===== src/rtl/image_rle_encoder.sv =====
// Raster-order run-length encoder: turns a stream of RGB444 pixels into
// {start, end, colour, last} runs over the linear pixel index of one frame.
module image_rle_encoder #(
  parameter int IMG_W = 584,
  parameter int IMG_H = 167,
  parameter int IDX_W = 17
) (
  input  logic             clk,
  input  logic             reset,
  input  logic             in_valid,
  output logic             in_ready,
  input  logic [11:0]      in_color,
  output logic             run_valid,
  input  logic             run_ready,
  output logic [IDX_W-1:0] run_start,
  output logic [IDX_W-1:0] run_end,
  output logic [11:0]      run_color,
  output logic             run_last
);

  localparam int               TOTAL    = IMG_W * IMG_H;
  localparam logic [IDX_W-1:0] LAST_IDX = IDX_W'(TOTAL - 1);

  typedef enum logic [1:0] {IDLE, ACCUM, FLUSH} state_t;

  state_t           state, state_next;
  logic [IDX_W-1:0] idx;
  logic [IDX_W-1:0] open_start;
  logic [11:0]      open_color;
  logic [11:0]      pend_color;

  logic             slot_free, xfer, at_last, same_color;
  logic             slot_load, open_load, pend_load;
  logic [IDX_W-1:0] slot_start_n, slot_end_n;
  logic [11:0]      slot_color_n;
  logic             slot_last_n;

  // The slot counts as free when it is empty or being drained this cycle, so
  // a pixel that closes a run is only accepted when its run has somewhere to go.
  assign slot_free  = !run_valid || run_ready;
  assign in_ready   = (state != FLUSH) && slot_free;
  assign xfer       = in_valid && in_ready;
  assign at_last    = (idx == LAST_IDX);
  assign same_color = (in_color == open_color);

  always_comb begin
    // NOTE: every output of this block gets a default first, so no path can
    // leave a signal unassigned and infer a latch.
    state_next   = state;
    slot_load    = 1'b0;
    open_load    = 1'b0;
    pend_load    = 1'b0;
    slot_start_n = open_start;
    slot_end_n   = idx - IDX_W'(1);
    slot_color_n = open_color;
    slot_last_n  = 1'b0;

    case (state)
      IDLE: begin
        if (xfer) begin
          if (at_last) begin
            // Single-pixel frame: the run opens and closes on the same pixel.
            slot_load    = 1'b1;
            slot_start_n = idx;
            slot_end_n   = idx;
            slot_color_n = in_color;
            slot_last_n  = 1'b1;
          end else begin
            open_load  = 1'b1;
            state_next = ACCUM;
          end
        end
      end
      ACCUM: begin
        if (xfer) begin
          if (at_last && same_color) begin
            slot_load   = 1'b1;
            slot_end_n  = LAST_IDX;
            slot_last_n = 1'b1;
            state_next  = IDLE;
          end else if (at_last) begin
            // Two runs close at once; the final one-pixel run waits in FLUSH.
            slot_load  = 1'b1;
            pend_load  = 1'b1;
            state_next = FLUSH;
          end else if (!same_color) begin
            slot_load = 1'b1;
            open_load = 1'b1;
          end
        end
      end
      FLUSH: begin
        if (slot_free) begin
          slot_load    = 1'b1;
          slot_start_n = LAST_IDX;
          slot_end_n   = LAST_IDX;
          slot_color_n = pend_color;
          slot_last_n  = 1'b1;
          state_next   = IDLE;
        end
      end
      default: state_next = IDLE;
    endcase
  end

  // NOTE: all state is updated with non-blocking assignments so every register
  // samples the pre-edge values regardless of statement order.
  always_ff @(posedge clk) begin
    if (reset) begin
      state      <= IDLE;
      idx        <= '0;
      open_start <= '0;
      open_color <= '0;
      pend_color <= '0;
      run_valid  <= 1'b0;
      run_start  <= '0;
      run_end    <= '0;
      run_color  <= '0;
      run_last   <= 1'b0;
    end else begin
      state <= state_next;

      if (xfer)
        idx <= at_last ? '0 : idx + IDX_W'(1);

      if (open_load) begin
        open_start <= idx;
        open_color <= in_color;
      end

      if (pend_load)
        pend_color <= in_color;

      if (slot_load) begin
        run_valid <= 1'b1;
        run_start <= slot_start_n;
        run_end   <= slot_end_n;
        run_color <= slot_color_n;
        run_last  <= slot_last_n;
      end else if (run_ready) begin
        run_valid <= 1'b0;
      end
    end
  end

endmodule


===== config.mk =====
export PLATFORM = sky130hd
export DESIGN_NAME = image_rle_encoder
export DESIGN_NICKNAME = d
export VERILOG_FILES = /design/src/rtl/image_rle_encoder.sv
export SDC_FILE = /design/constraint.sdc
export NUM_CORES = 1
export LEC_CHECK = 0
export CAP_MARGIN = 20
export CORE_AREA = 2 2 102 104
export CTS_CLUSTER_SIZE = 25
export DETAILED_ROUTE_END_ITERATION = 12
export DIE_AREA = 0 0 104 106
export GPL_ROUTABILITY_DRIVEN = 0
export PLACE_DENSITY = 0.74
export SYNTH_ARGS = -nofsm -noshare
export SYNTH_HDL_FRONTEND = slang
export SYNTH_SLANG_ARGS = --single-unit

===== constraint.sdc =====
create_clock -name clk -period 2.5 [get_ports clk]
set_input_delay 0.75 -clock clk [delete_from_list [all_inputs] [get_ports clk]]
set_output_delay 0.75 -clock clk [all_outputs]
set_load 0.01 [all_outputs]

# Word level (Yosys, flattened, before mapping)
# Index checks and enable logic that the tools add are counted.
[totals]
register_bits = 108
latchBits = 0
ram_bits = 0
mem_bits_ro = 0
elab_cells = 74
mem_count = 0
[classes]
addsub = 2
n_mul = 0
div_mod_pow = 0
order_cmp = 0
n_eq_ne = 10
shifts = 0
mux = 44
bitwise_logic = 0
reduce_logical = 8
[ops]
columns = ["cell", "n"]
rows = [
  ["$mux W17", 9],
  ["$pmux W17 S3", 1],
  ["$mux W12", 3],
  ["$pmux W17 S2", 1],
  ["$pmux W12 S2", 1],
  ["$mux W1", 19],
  ["$add A17 B1 Y17 const B", 1],
  ["$eq A17 B17 Y1 const B", 1],
  ["$sub A17 B1 Y17 const B", 1],
  ["$eq A12 B12 Y1", 1],
  ["$mux W2", 6],
  ["$ne A2 B2 Y1 const B", 5],
  ["$pmux W1 S3", 2],
  ["$pmux W2 S3", 1],
  ["$reduce_and A5 Y1", 1],
  ["$logic_and A1 B1 Y1", 3],
  ["$ne A3 B3 Y1 const B", 1],
  ["$eq A2 B1 Y1 const B", 1],
  ["$eq A2 B2 Y1 const B", 1],
  ["$logic_not A2 Y1", 1],
  ["$pmux W1 S2", 1],
  ["$reduce_bool A2 Y1", 1],
  ["$logic_not A1 Y1", 1],
  ["$logic_or A1 B1 Y1", 1],
]

# Logic depth before layout (Yosys ltp)
# Gate-level depths: netlist of run 1.
[depth]
word_depth = 7
depth_mapped = 8
mapped_depth_nobuf = 8

# Least setup slack after synthesis of run 1
# No wires, ideal clock.
[synth_path]
kind = "input to register"
start = "input in_color[5]"
end = "register open_start[4]"
setup_time_ns = 0.128
arrival_time_ns = 2.377
setup_slack_ns = -0.004
stages = 8
path_cell_list = "xor2_1 > nor4_1 > nand3_1 > o211ai_1 > buf_2 > buf_2 > mux2i_1 > nor2_1"
[synth_between]
elab_chain_len = 6
word_cells_on_any_way = 7
[synth_rtl]
columns = ["element", "line_no", "source"]
rows = [
  ["start, declared", "12", "input logic [11:0] in_color,"],
  ["$eq A12 B12 Y1 (*)", "44", "assign same_color = (in_color == open_color);"],
  ["$mux W1", "86", "end else if (!same_color) begin"],
  ["$mux W1", "81", "end else if (at_last) begin"],
  ["$mux W1 (*)", "76", "if (at_last && same_color) begin"],
  ["$mux W1 (*)", "75", "if (xfer) begin"],
  ["$pmux W1 S2 (*)", "58", "case (state)"],
  ["end signal, assigned", "127", "open_start <= idx;"],
  ["end, declared", "28", "logic [IDX_W-1:0] open_start;"],
]
# Mark *: on every way between the ends. The rest lies on a longest branch, timed or not.
# A chain may end at the register's enable or synchronous reset.

# Final worst setup path of run 1
[layout_path]
start = "input in_color[3]"
end = "register open_start[10]"
# Same word-level chain as after synthesis.

==> results of run 1 <==
[cell usage after synthesis (all sizes together) (3+ instances only)]
| cell type | count | share of area [%] |
|---|---|---|
| a211oi | 13 | 2.0 |
| a21oi | 13 | 1.3 |
| a22oi | 12 | 1.9 |
| a311oi | 13 | 2.3 |
| and3 | 3 | 0.39 |
| and4 | 3 | 0.54 |
| buf | 16 | 2.0 |
| clkbuf | 32 | 2.5 |
| dfxtp | 108 | 44 |
| ha | 3 | 0.77 |
| inv | 6 | 0.46 |
| mux2i | 42 | 8.6 |
| nand2 | 39 | 3.0 |
| nand2b | 4 | 0.51 |
| nand3 | 8 | 0.82 |
| nand4 | 8 | 1.0 |
| nor2 | 85 | 6.6 |
| nor2b | 3 | 0.39 |
| nor3 | 39 | 4.0 |
| nor4 | 8 | 1.0 |
| o2111ai | 4 | 0.72 |
| o211a | 5 | 1.0 |
| o21a | 5 | 0.77 |
| o21ai | 16 | 1.6 |
| or3 | 5 | 0.64 |
| or4 | 4 | 0.69 |
| xnor2 | 13 | 2.3 |
| xor2 | 24 | 4.3 |
[where the power goes]
| group | switching, uW | leakage, uW | internal (uW) |
|---|---|---|---|
| Combinational | 274 | 0.00161 | 279 |
| Clock | 621 | 0.000106 | 569 |
| Sequential | 44.5 | 0.000879 | 1780 |
| Total | 939 | 0.00260 | 2630 |
[critical path, delay by kind of cell]
| kind | cells | cell delay [ns] |
|---|---|---|
| xor+xnor | 1 | 0.18 |
| simple gates | 3 | 0.30 |
| buf+inv | 4 | 1.00 |
| mux | 1 | 0.19 |
| compound gates | 1 | 0.32 |
[registers in the layout, summed over array words and instances, names as in the netlist]
name	flops
idx	17
open_start	17
run_end	17
run_start	17
open_color	12
pend_color	12
run_color	12
state	2
run_last	1
run_valid	1
[layer usage]
layer  vias up  share of wire (%)  global-route usage (%)
li1       2160                  -                       -
met1      2174                 45                    31.3
met2       167                 48                    39.6
met3        26                5.5                    4.48
met4         0                1.9                    10.1
met5         -                  0                       0
[timing repair]
| action | 4_1_cts | 5_1_grt |
|---|---|---|
| pin swaps | 6 | 5 |
| gates resized for setup | 24 | 15 |
| cloned | 2 | 2 |
| hold buffers | 0 | 0 |
| endpoints found under the setup margin | 89 | 61 |
| setup buffers | 4 | 5 |
[area by class of cell]
class                   count  share of cell area [%]
inverters                   6                   0.344
flip-flops and latches    108                    33.0
well taps                 136                    2.60
repair buffers            146                    21.1
clock buffers               9                    1.89
clock inverters             7                    1.49
multi-input cells         390                    39.5
[kinds of logic (layout without fill, tap and decap cells)]
logic type / after synthesis / count (layout) / share of synthesized area, %
and+or+nand+nor: 216 / 216 / 21.2
DFF: 108 / 108 / 44.5
AOI/OAI and AO/OA: 91 / 92 / 13.4
buffers and inverters: 54 / 168 / 4.91
muxes: 42 / 42 / 8.64
xor gates and xnor gates: 37 / 37 / 6.66
adders and majority gates: 3 / 3 / 0.772
[metrics by stage]
step	setup TNS [ns]	instance area, um2
finish	0	6550
global route	-0.742	6550
CTS	0	6440
detailed placement	-53.98	6080
global placement	-48.40	6080
floorplan	0	4870
[layout by cell type, fill, tap and decap left out, drive strengths merged, types with 3 or more instances in the layout]
cell type      instances
nand2b                 4
o21a                   5
nand2                 39
or4                    4
and4                   3
buf                   82
inv                    8
a22oi                 12
o211a                  5
a311oi                13
nor4                   8
clkbuf                11
nor3                  39
dlygate4sd2            7
or3                    5
nand4                  8
a211oi                13
nor2                  85
clkdlybuf4s50         51
dlymetal6s2s           4
ha                     3
o21ai                 16
mux2i                 42
dfxtp                108
nand3                  8
xnor2                 13
and3                   3
a21oi                 13
xor2                  24
o2111ai                4
nor2b                  3
[final timing paths]
| check | cells after the start | slack (ns) | start | to |
|---|---|---|---|---|
| hold reg to reg | 2 | 0.47 | run_start[3] | run_start[3] |
| setup reg to reg | 7 | 0.20 | idx[9] | run_end[16] |
| hold / removal | 2 | 0.47 | run_start[3] | run_start[3] |
| setup / recovery | 10 | 0.03 | in_color[3] | open_start[10] |
==> impl_results.md, run 1 <==
- Clock Tree Buf Depth: 2
- DIE HEIGHT: 106 um
- Initial Utilization: 48.6%
- Synth cell types: 46
- Vias in the first global route: 4322
- # clock sinks: 108
- VDD IR max: 284 uV
- DR iter-0 viols: 347
- # DRC: 0
- Tightest Hold Check Type: reg2reg
- Cell at the root of the clock tree: clkbuf_8
- Fin nets: 680
- Global-route wire length before repair: 21300 um
- Largest net degree at the start of global routing: 59
- Top cell by count, worst path: buf_4
- Area of the multi-input gates: 2590 um2
- Status: completed
- Final core utilization: 65.5%
- Lkg Pwr: 0.00260 uW
- Diodes inserted: 0
- Syn nets: 570
- WL per Instance: 16.8 um
- Relative slew margins: 60.0%
- CORE AREA: 10000 um2
- Total track usage: 24.1%
- Final WS setup: 0.0250 ns
- Layout area overhead: 34.6%
- Syn_area_per_cell: 8.83 um2
- Critical Path Source Type: input pin
- # fillers: 793
- ANT nets after route: 0
- Worst-Margin Slew: 0.599 ns
- CP Max Fanout: 7
- Worst-path cell chain: clkdlybuf4s50_1 -> xor2_1 -> nor4_2 -> buf_4 -> nand3_4 -> o211ai_1 -> buf_4 -> clkbuf_16 -> mux2i_1 -> nor2_1
- Number of buffers created by CTS: 9
- # setup viols final: 0
- Layout cell share with drive strength beyond 1: 18.3%
- CTS H-tree lvls: 3
- Detailed Place HPWL: 9110 um
- Crit path time final: 2.47 ns
- CTS tree: done
- Number of synthesized flops with an enable pin: 0
- Final period utilization: 99.0%
- Worst-Skew Late Latency: 0.39 ns
- Post-synth ARST share: 0%
- Yosys Warn Count: 0
- Skew final: 0.0164 ns
- Slowest stage delay, CP: 0.44 ns
- Crit path required time: 2.76 ns
- Max-Cap Viols: 0
- IO Pins: 65
- Final Slew Violations: 0
- Gate Count Post-Synth: 551
- Vias: 4527
- Hold WS: 0.469 ns
- Vias per cell: 5.64
- Non-filler cells, final: 802
- Routed Wire Length: 13500 um
- Critical Path End Type: flip-flop
- Mapped cell area: 4860 um2
- Slowest library cell on the worst path: clkdlybuf4s50_1
- Main flop type after synthesis: dfxtp_1
- PwrDens: 546 nW/um2
- Initial antenna violation count: 0
- GR Overflow Total: 0
- Place WS: -0.674 ns
- Die width: 104 um
- Fmax: 404 MHz
- Power after layout: 3570 uW
- Seq/Total Area, Yosys: 44.5%
- # rows: 37
- IO buf count: 64
- Register Area: 2160 um2
- Arrival time of the worst setup path: 2.74 ns
- Clock Pin Slew Worst Setup and Hold Paths: 0.10 ns
- Critical path class: in2reg
- Post-synthesis register bit count: 108
- Full die area: 11000 um2
- Placed insts: 774
- Pre-Repair DR Iteration Count: 5
- Final Hold Fails: 0
(Power assumes the default switching activity.)
==> run 2: changes to the inputs <==
- REMOVE_ABC_BUFFERS: default -> 1
==> run 2 against run 1 <==
Sequential share of layout area increased by 0.57 points. Final cell count decreased by 1.2%. Highest routed layer unchanged. Utilization decreased by 1.1 points. Combinational power decreased by 3%. Sequential cell count unchanged.
==> impl_results.md, run 2 (synthesized netlist as in run 1, its figures left out) <==
- Final Slew Violations: 0 (unchanged)
- Routed Wire Length: 13400 um (-0.76%)
- ANT nets after route: 0 (unchanged)
- RSZ-0062 raised after global routing: true
- Clock group share of total power: 32.0% (-1.3 points)
- Initial Utilization: 48.6% (unchanged)
- Clock Tree Buf Depth: 2 (unchanged)
- Crit path time final: 2.45 ns (-0.0275 ns)
- # rows: 37 (unchanged)
- Status: completed
- Global-route wire length before repair: 20900 um (-1.9%)
- Worst-Skew Late Latency: 0.38 ns (about the same)
- CP Max Fanout: 3 (-4)
- Final period utilization: 97.9% (-1.1 points)
- Layout cell share with drive strength beyond 1: 17.2% (-1.1 points)
- Skew final: 0.0127 ns (-0.00375 ns)
- CTS tree: done
- Slowest library cell on the worst path: clkdlybuf4s50_1
- NetSw: 944 uW (+0.47%)
- CORE AREA: 10000 um2 (unchanged)
- Critical path's top delay family: buffers and inverters
- GR Overflow Total: 0 (unchanged)
- VDD IR max: 244 uV (-14%)
- Arrival time of the worst setup path: 1.70 ns (-1.04 ns)
- # clock sinks: 108 (unchanged)
- Register Area: 2160 um2 (unchanged)
- Vias in the first global route: 4202 (-2.8%)
- Initial antenna violation count: 0 (unchanged)
- # fillers: 807 (+1.8%)
- Relative slew margins: 61.5% (+1.5 points)
- IO Pins: 65 (unchanged)
- Vias per cell: 5.71 (+1.2%)
- PwrDens: 540 nW/um2 (-0.96%)
- Internal cell power: 2530 uW (-3.8%)
- Lkg Pwr: 0.00252 uW (-3.2%)
- Critical path class: in2out
- Total track usage: 23.6% (-0.51 points)
- DIE HEIGHT: 106 um (unchanged)
- Worst-path cell chain: clkdlybuf4s50_1 -> nor2b_2 -> nor2_1 -> dlygate4sd2_1
- CTS H-tree lvls: 3 (unchanged)
- Fin nets: 670 (-1.5%)
- Number of buffers created by CTS: 9 (unchanged)
- Detailed Place HPWL: 8970 um (-1.6%)
- # DRC: 0 (unchanged)
- Most frequent cells in the layout: 108 x dfxtp_1, 83 x nor2_1, 63 x buf_4, 50 x clkdlybuf4s50_1, 41 x mux2i_1
- Fmax: 409 MHz (+1.1%)
- Full die area: 11000 um2 (unchanged)
- Worst-Margin Slew: 0.572 ns (-0.0271 ns)
- Most common cell after layout, fill and taps aside: dfxtp_1
- Die width: 104 um (unchanged)
- Vias: 4523 (-0.088%)
- Area of the multi-input gates: 2580 um2 (-0.48%)
- Switching share of total power: 27.1% (+0.84 points)
- Tightest Hold Check Type: reg2reg
- Max-Cap Viols: 0 (unchanged)
- WL per Instance: 16.9 um (+0.50%)
- Pre-Repair DR Iteration Count: 5 (unchanged)
- Crit path required time: 1.75 ns (-1.01 ns)
- Reg power frac: 52.6% (+1.4 points)
- Clock Pin Slew Worst Setup and Hold Paths: 0.10 ns (about the same)
- Diodes inserted: 0 (unchanged)
- Critical Path Source Type: input pin
- Slowest stage delay, CP: 0.42 ns (-0.02 ns)
- # hold bufs at CTS: 0 (unchanged)
- Final core utilization: 64.4% (-1.1 points)
- DR iter-0 viols: 419 (+21%)
- IO buf count: 64 (unchanged)
- Cell at the root of the clock tree: clkbuf_8
- Critical Path End Type: output pin
- Final Hold Fails: 0 (unchanged)
- Largest net degree at the start of global routing: 58 (-1.7%)
- Comb pwr share: 15.3% (-0.2 points)
- Worst path bufs/invs: 2 (-2)
- Final TNS setup: 0 ns (unchanged)
- Layout area overhead: 32.3%
- Hold WS: 0.483 ns (+0.0137 ns)
- # setup viols final: 0 (unchanged)
[run 2: cell count changes in the layout (fill, tap and decap cells not counted), moves of 2 or more]
cell            change
a311oi_2            +2
clkbuf_16           -2
buf_4               -9
dlymetal6s2s_1      -4
a311oi_1            -2
dlygate4sd2_1       +6
[run 2: metal layers]
metal | vias up | wire [um] | GRT usage, % | share of wire, %
li1 | 2158 | - | - | -
met4 | 0 | 231 | 7.82 | 1.7
met1 | 2160 | 5900 | 30.8 | 44
met5 | - | 0 | 0 | 0
met3 | 28 | 825 | 3.86 | 6.2
met2 | 177 | 6410 | 40.0 | 48
[run 2: worst register-to-register path, stage by stage, from the launching register on]
cell and delay (ns):
dfxtp_1 0.35, ha_2 0.23, nor4bb_4 0.31, and4_1 0.27, o21ai_0 0.13, o21ba_2 0.33, buf_12 0.17, nor2_1 0.06
a2111oi_1 0.36
[run 2: what timing repair did]
item,4_1_cts,5_1_grt
setup buffers,4,1
resized for setup,25,11
pin swaps,5,1
setup endpoints to repair,91,49
hold endpoints to repair,0,0
gates cloned,2,0
[run 2: area by class of cell]
type                            instances  share of cell area [%]
Sequential cell                       108                    33.6
Clock inverter                          7                    1.32
Timing Repair Buffer                  137                    20.1
Clock buffer                            9                    1.92
Inverter                                6                   0.350
Tap cell                              136                    2.64
Multi-Input combinational cell        389                    40.0
[run 2: path summary, 6_finish.rpt]
| kind | start | slack [ns] | depth (start not counted) | to |
|---|---|---|---|---|
| setup / recovery | run_ready | 0.05 | 4 | in_ready |
| hold / removal | run_end[5] | 0.48 | 1 | run_end[5] |
| setup reg to reg | idx[0] | 0.20 | 8 | run_end[8] |
| hold reg to reg | run_end[5] | 0.48 | 1 | run_end[5] |
[run 2: power by group through the flow]
| stage | logic (uW) | registers (uW) | clock network (uW) |
|---|---|---|---|
| 2_1_floorplan | 223 | 1880 | 0 |
| 3_3_place_gp | 490 | 1870 | 0 |
| 3_5_place_dp | 497 | 1870 | 0 |
| 4_1_cts | 520 | 1830 | 1120 |
| 5_1_grt | 571 | 1840 | 1190 |
| 6_report | 534 | 1830 | 1110 |
[run 2: per-stage QoR]
stage,cell area [um2],worst slack [ns],power (uW),cells
floorplan,4650,-1.41,2110,503
global placement,6050,-0.616,2360,769
detailed placement,6050,-0.772,2370,769
CTS,6380,-0.000185,3470,791
global route,6440,-0.00542,3600,792
finish,6440,0.0525,3480,792
==> run 3: changes to the inputs <==
- CORE_AREA: 2 2 102 104 -> 2 2 121 88
- DIE_AREA: 0 0 104 106 -> 0 0 123 90
- REMOVE_ABC_BUFFERS: 1 -> default
==> run 3 against run 2 <==
Sequential power is essentially flat. Non-clock buffer count grew 1. Via count shrank 0.44%. Worst setup slack lost 0.011 ns. Global-route usage grew 1.3 points. Largest power group unchanged. Final cell count shrank 0.38%. Register-to-register slack lost 0.03 ns. Clock power grew 25%. Total power grew 8.1%.
==> impl_results.md, run 3 (synthesized netlist as in run 1, its figures left out) <==
- CP Max Fanout: 11 (+8)
- Crit path required time: 2.73 ns (+0.98 ns)
- Fmax: 407 MHz (-0.46%)
- Lkg Pwr: 0.00263 uW (+4.3%)
- CTS H-tree lvls: 3 (unchanged)
- CORE AREA: 10000 um2 (about the same)
- Tightest Hold Check Type: reg2reg
- Vias per cell: 5.71 (about the same)
- WL per Instance: 17.2 um (+1.8%)
- Number of buffers created by CTS: 9 (unchanged)
- Arrival time of the worst setup path: 2.69 ns (+0.99 ns)
- Global-route wire length before repair: 21800 um (+3.9%)
- Cell at the root of the clock tree: clkbuf_16
- Layout area overhead: 35.2%
- Clock Tree Buf Depth: 2 (unchanged)
- ANT nets after route: 0 (unchanged)
- Largest net degree at the start of global routing: 84 (+45%)
- # clock sinks: 108 (unchanged)
- # rows: 31 (-16%)
- Slowest library cell on the worst path: clkdlybuf4s50_1
- Slowest stage delay, CP: 0.46 ns (+0.04 ns)
- GR Overflow Total: 0 (unchanged)
- Crit path time final: 2.46 ns (+0.0114 ns)
- Most common cell after layout, fill and taps aside: dfxtp_1
- Final period utilization: 98.4% (+0.45 points)
- # setup viols final: 0 (unchanged)
- Layout cell share with drive strength beyond 1: 16.6% (-0.64 points)
- DIE HEIGHT: 90 um (-15%)
- Final Hold Fails: 0 (unchanged)
- Skew final: 0.00879 ns (-0.00386 ns)
- Max-Cap Viols: 0 (unchanged)
- Worst path bufs/invs: 3 (+1)
- Final instance area: 6580 um2 (+2.2%)
- CTS tree: done
- Total track usage: 24.9% (+1.3 points)
- PwrDens: 572 nW/um2 (+5.8%)
- Critical path class: in2reg
- Vias in the first global route: 4295 (+2.2%)
- Relative slew margins: 58.9% (-2.6 points)
- IO buf count: 64 (unchanged)
- Initial Utilization: 48.6% (about the same)
- Critical Path End Type: flip-flop
- DR iter-0 viols: 427 (+1.9%)
- Final core utilization: 65.7% (+1.4 points)
- Final Slew Violations: 0 (unchanged)
- IO Pins: 65 (unchanged)
- Diodes inserted: 0 (unchanged)
- Critical path's top delay family: buffers and inverters
- Pre-Repair DR Iteration Count: 5 (unchanged)
- Worst-path cell chain: clkdlybuf4s50_1 -> xor2_1 -> nor4_4 -> nand3_4 -> o211ai_1 -> buf_4 -> clkbuf_16 -> mux2i_1 -> nor2_1
- Fin nets: 671 (+0.15%)
- Worst-Margin Slew: 0.615 ns (+0.0427 ns)
- Most frequent cells in the layout: 108 x dfxtp_1, 82 x nor2_1, 58 x buf_4, 51 x clkdlybuf4s50_1, 41 x mux2i_1
- Clock Pin Slew Worst Setup and Hold Paths: 0.08 ns (-0.02 ns)
- # hold bufs at CTS: 0 (unchanged)
- Worst-Skew Late Latency: 0.35 ns (-0.03 ns)
- Initial antenna violation count: 1 (+1)
- Status: completed
- Vias: 4503 (-0.44%)
- Critical Path Source Type: input pin
- VDD IR max: 309 uV (+27%)
- Routed Wire Length: 13600 um (+1.5%)
- Post-Place Cell Area: 6080 um2 (+0.58%)
- Full die area: 11100 um2 (+0.42%)
- Die width: 123 um (+18%)
- Hold WS: 0.465 ns (-0.0177 ns)
- # DRC: 0 (unchanged)
- Detailed Place HPWL: 9110 um (+1.5%)
run 3: worst paths after layout:
path | startpoint | endpoint | slack (ns) | cells past startpoint
max | in_color[3] | open_color[4] | 0.04 | 9
min | run_start[9] | run_start[9] | 0.47 | 2
max reg2reg | idx[9] | run_end[16] | 0.17 | 7
min reg2reg | run_start[9] | run_start[9] | 0.47 | 2
run 3: final cells by class:
type | count | area, um2
clock buffer | 10 | 229
clock inverter | 6 | 56.3
fill | 796 | 3430
sequential | 108 | 2160
tap | 132 | 165
inverter | 6 | 22.5
timing repair buffer | 138 | 1370
multi-input combinational | 389 | 2570
run 3: worst register-to-register path: stages, from the launching register on:
cell and delay [ns]:
dfxtp_1 0.32, buf_4 0.17, or4_1 0.57, or3_1 0.37, nor4_1 0.32, xnor2_1 0.23
a21oi_1 0.13, o21a_1 0.12
run 3: report_power, final:
group	total (uW)	switching, uW	leakage [uW]	internal (uW)
Sequential	1830	44.0	0.000879	1780
Combinational	546	267	0.00161	279
Clock	1390	689	0.000137	698
run 3: what timing repair did:
action	4_1_cts	5_1_grt
pin swaps	6	5
setup endpoints to repair	91	68
gates cloned	1	2
setup buffers	3	0
endpoints found under the hold margin	0	0
gates resized for setup	19	16
run 3: per-stage QoR:
stage,setup slack [ns],total power (uW),TNS [ns],instances
3_3_place_gp,-0.640,2370,-52.95,767
2_1_floorplan,0.0706,2130,0,551
6_report,0.0412,3760,0,789
4_1_cts,0.00400,3750,0,787
5_1_grt,-0.0191,3890,-0.0719,789
3_5_place_dp,-0.642,2380,-49.63,767
run 3: layer usage:
layer  vias up  share of wire (%)  track usage (%)
met3        17                7.1             6.66
met1      2179                 48             36.3
met2       155                 44             36.1
li1       2152                  -                -
met5         -                  0                0
met4         0                1.3             6.63
